[src/rtl/accumulator_pkg.sv]
// Shared control-unit types for the
// program-offset accumulator.
package BusTypes;

  typedef enum logic [1:0] {
    ACC_HOLD = 2'b00,
    ACC_INC  = 2'b01,
    ACC_ADD  = 2'b10,
    ACC_LOAD = 2'b11
  } acc_ctrl_t;

  localparam int ACC_WIDTH = 32;
  localparam int ACC_STEP  = 1;

endpackage

[src/rtl/accumulator.sv]
// Fetch-offset accumulator: hold, step,
// add or load, with a one-cycle wrap flag.
module accumulator
  import BusTypes::*;
#(
  parameter int WIDTH = ACC_WIDTH,
  parameter int STEP  = ACC_STEP
) (
  input  logic             clk,
  input  logic             init_n,
  input  logic [WIDTH-1:0] in_val,
  input  acc_ctrl_t        ctrl,
  output logic [WIDTH-1:0] acc,
  output logic [WIDTH-1:0] prev,
  output logic             wrapped
);

  localparam logic [WIDTH-1:0] STEP_V =
    WIDTH'(STEP);

  logic [WIDTH-1:0] acc_q, acc_d;
  logic [WIDTH-1:0] prev_q, prev_d;
  logic             wrap_q, wrap_d;
  logic [WIDTH-1:0] opnd;
  logic [WIDTH:0]   sum;

  // in_val only reaches the adder in ADD,
  // so an unknown operand cannot leak into
  // HOLD or INC; unknown ctrl falls to HOLD.
  always_comb begin
    opnd   = STEP_V;
    sum    = '0;
    acc_d  = acc_q;
    prev_d = prev_q;
    wrap_d = 1'b0;
    case (ctrl)
      ACC_INC: begin
        opnd   = STEP_V;
        sum    = {1'b0, acc_q} + {1'b0, opnd};
        acc_d  = sum[WIDTH-1:0];
        prev_d = acc_q;
        wrap_d = sum[WIDTH];
      end
      ACC_ADD: begin
        opnd   = in_val;
        sum    = {1'b0, acc_q} + {1'b0, opnd};
        acc_d  = sum[WIDTH-1:0];
        prev_d = acc_q;
        wrap_d = sum[WIDTH];
      end
      ACC_LOAD: begin
        acc_d  = in_val;
        prev_d = acc_q;
      end
      default: ;
    endcase
  end

  always_ff @(posedge clk) begin
    if (!init_n) begin
      acc_q  <= '0;
      prev_q <= '0;
      wrap_q <= 1'b0;
    end else begin
      acc_q  <= acc_d;
      prev_q <= prev_d;
      wrap_q <= wrap_d;
    end
  end

  assign acc     = acc_q;
  assign prev    = prev_q;
  assign wrapped = wrap_q;

endmodule

[config.mk]
export PLATFORM = sky130hd
export DESIGN_NAME = accumulator
export DESIGN_NICKNAME = d
export VERILOG_FILES = /design/src/rtl/accumulator_pkg.sv /design/src/rtl/accumulator.sv
export SDC_FILE = /design/constraint.sdc
export NUM_CORES = 1
export LEC_CHECK = 0
export BUFFER_PORTS_ARGS = -buffer_cell sky130_fd_sc_hd__buf_4
export CORE_MARGIN = 2
export CORE_UTILIZATION = 51
export DETAILED_ROUTE_END_ITERATION = 8
export MAX_ROUTING_LAYER = met4
export PLACE_DENSITY = 0.75
export SLEW_MARGIN = 5
export SYNTH_ARGS = -nofsm -noshare
export SYNTH_HDL_FRONTEND = slang
export SYNTH_SLANG_ARGS = --single-unit
[constraint.sdc]
create_clock -name clk -period 2.8 [get_ports clk]
set_clock_uncertainty 0.1 [all_clocks]
set_input_delay 0.56 -clock clk [delete_from_list [all_inputs] [get_ports clk]]
set_output_delay 0.56 -clock clk [all_outputs]
set_load 0.02 [all_outputs]
==> flow_summary.yaml <==
outcome:
  outcome: "finished clean"
floorplan:
  floorplan.die_area_um2: 10700
  rows: 36
  die_w_um: 104
  start_util_pct: 52.3
  core_area_um2: 9680
  pin_count: 101
  dieHeight_um: 104
cts:
  clk_path_buf_depth: 2
  cts.sinks: 65
  cts-htree-levels: 3
  path_clk_slew_ps: 80
  cts_buffers: 9
  clockRootBuffer: "clkbuf_8"
  cts_tree: "done"
  clock_latency_ps: 360
worst_hold_path:
  worstHoldEndpoint: "acc[16]"
  min_from: "in_val[16]"
  worstHoldPathType: "in -> reg"
  whs_path_depth: 3
drt:
  dr.first_iter.drc_count: 313
  drc: 0
  post_drt_wl_per_cell_um: 17.5
  antenna_violating_nets_post_route: 0
  vias: 5624
  drt-pass1-iter-count: 5
  drt_wl_total_mm: 16.3
  vias_per_cell: 6.02
setup_path:
  end_kind: "flop"
  path_class: "reg -> reg"
  r2r_slack_ps: 100
  startpoint_type: "flop"
  path_max_fanout: 7
  r2r_cells: 10
  required_ps: 2950
  cp.arrival_ps: 2850
  r2r-start: "acc[7]"
  r2r_end: "acc[25]"
timing:
  fin_crit_sh_pct: 96.3
  setup_viol: 0
  tightestPinTransition_ps: 611
  hold_violations: 0
  fin_setup_tns_ps: 0
  max_freq_mhz: 371
  maxSlewHeadroom_pct: 59.2
  period_needed_ps: 2700
  setup_ws_ps: 103
  slew_violations: 0
pwr:
  p_leak_nw: 2.95
  power.density_nw_per_um2: 460
  max-vdd-ir-drop_v: 0.000243
global_routing:
  grt_pass1_wl_mm: 27.0
  grt_pass1_vias: 5673
  antenna_found_initial: 0
  track_usage_pct: 30.9
  grt_overflow: 0
  grt_max_degree: 47
yosys:
  synth.ff_latch_count: 65
  syn-num-nets: 711
  ys_types: 63
  synthArstFlopShare_pct: 0
  synth_area_per_cell_um2: 7.95
  synthFlopType: "dfxtp_1"
  synth-seq-area-share_pct: 25.7
  yosys_warnings: 0
  syn_inst: 637
  syn-cell-area_um2: 5060
  synth_edf_count: 0
placed_design:
  place_congestion: 0.901
  dp_worst_setup_slack_ps: -266
  port_buffers: 100
  hpwl_mm: 11.6
layout:
  drive_gt1_share_pct: 29.1
  fin_nets: 871
  num_antenna_cells: 0
  nFillCells: 786
  syn_to_final_growth_pct: 33.5
flow_run:
  maxCapViolations: 0
-- layer usage --
layer | vias to the layer above | track usage [%] | part of all wire (%)
li1 | 2663 | - | -
met1 | 2694 | 37.2 | 42
met2 | 223 | 51.3 | 49
met3 | 44 | 5.66 | 6.6
met4 | 0 | 12.5 | 2.2
met5 | - | - | 0
-- cells in the final DEF, fill, tap and decap left out, drive strengths merged, types with 15 or more instances in the layout --
| cell type | count |
|---|---|
| xnor2 | 27 |
| dfxtp | 65 |
| nand3 | 17 |
| a21o | 15 |
| nor2 | 40 |
| buf | 180 |
| ha | 37 |
| mux2i | 33 |
| inv | 20 |
| nor2b | 39 |
| a21oi | 58 |
| a221oi | 23 |
| o21ai | 55 |
| nand2 | 51 |
-- how the worst max path moves through the flow --
stage	from	end	slack, ps	cells after the start
after floorplan	in_val[0]	acc[30]	-4	12
after global placement	in_val[0]	acc[30]	-200	13
after detailed placement	in_val[10]	acc[25]	-270	11
after CTS	acc[9]	acc[25]	40	9
after global routing	acc[0]	acc[22]	-20	13
final	acc[7]	acc[25]	100	10
-- logic make-up (layout without fill, tap and decap cells) --
group                    Yosys count  in the layout  synth area share (%)
multiplexers                      34             34                  6.75
adder cells (fa/ha/maj)           38             38                  9.54
flip-flops                        65             65                  25.7
AO/OA/AOI/OAI                    203            203                  25.7
XOR/XNOR                          38             38                  6.58
AND/OR/NAND/NOR                  208            208                  21.9
buffers and inverters             51            215                  3.81
-- metrics by stage --
stage / power (mW) / instances / hold slack (ps) / utilization (%) / area (um^2)
5_1_grt: 3.28 / 934 / 417 / 69.8 / 6760
3_5_place_dp: 2.33 / 917 / 410 / 67.0 / 6490
3_3_place_gp: 2.30 / 917 / 398 / 67.0 / 6490
4_1_cts: 3.07 / 932 / 376 / 68.7 / 6650
2_1_floorplan: 1.83 / 637 / 496 / - / 5080
6_report: 3.11 / 934 / 387 / 69.8 / 6760
-- flip-flops by register name, indices dropped and copies added (netlist names) --
register / cells
prev: 32
acc: 32
wrapped: 1
-- cell type report --
class                           instances  area, um^2  area share, %
Clock inverter                          4        20.0          0.296
Timing Repair Buffer                  180        1370           20.2
Clock buffer                           11         141           2.09
Sequential cell                        65        1310           19.4
Tap cell                              133         166           2.46
Multi-Input combinational cell        521        3680           54.4
Inverter                               20        75.1           1.11
-- Yosys cell counts, types with 5 or more instances --
| cell | count | area, um^2 |
|---|---|---|
| a21oi_1 | 58 | 290 |
| nand2_1 | 50 | 188 |
| nand4_1 | 11 | 68.8 |
| and3_1 | 9 | 56.3 |
| xnor2_1 | 27 | 236 |
| nor2b_1 | 39 | 244 |
| o21ai_0 | 51 | 255 |
| ha_1 | 37 | 463 |
| a211oi_1 | 6 | 45.0 |
| a221oi_1 | 23 | 201 |
| and2_1 | 6 | 37.5 |
| a21o_1 | 15 | 113 |
| xor2_1 | 11 | 96.3 |
| o21a_1 | 6 | 45.0 |
| a31oi_1 | 6 | 37.5 |
| dfxtp_1 | 65 | 1300 |
| clkbuf_1 | 28 | 105 |
| nand3_1 | 17 | 85.1 |
| nor2_1 | 39 | 146 |
| inv_1 | 20 | 75.1 |
| mux2i_1 | 33 | 330 |
| nor3_1 | 13 | 65.1 |
| o31a_1 | 5 | 43.8 |
-- where the power goes --
| group | total, mW | internal, mW | switching (mW) |
|---|---|---|---|
| combinational | 1.29 | 0.604 | 0.688 |
| sequential | 1.08 | 1.00 | 0.0809 |
| clock | 0.736 | 0.335 | 0.401 |
| total | 3.11 | 1.94 | 1.17 |
-- repair_timing --
action	in CTS	in global routing
hold buffers	0	0
setup endpoints to repair	0	13
setup buffers	0	2
gates resized for setup	0	28
-- worst max-delay path, stage by stage (launching register included) --
cell and delay, ps:
dfxtp_1 380, ha_1 410, and3_1 210, buf_4 110
nand4bb_1 100, and3_1 230, a211o_1 330, nor2b_1 140
o21ai_1 180, nor3_1 80, or3_1 310
Power figures use the tool's default switching activity.
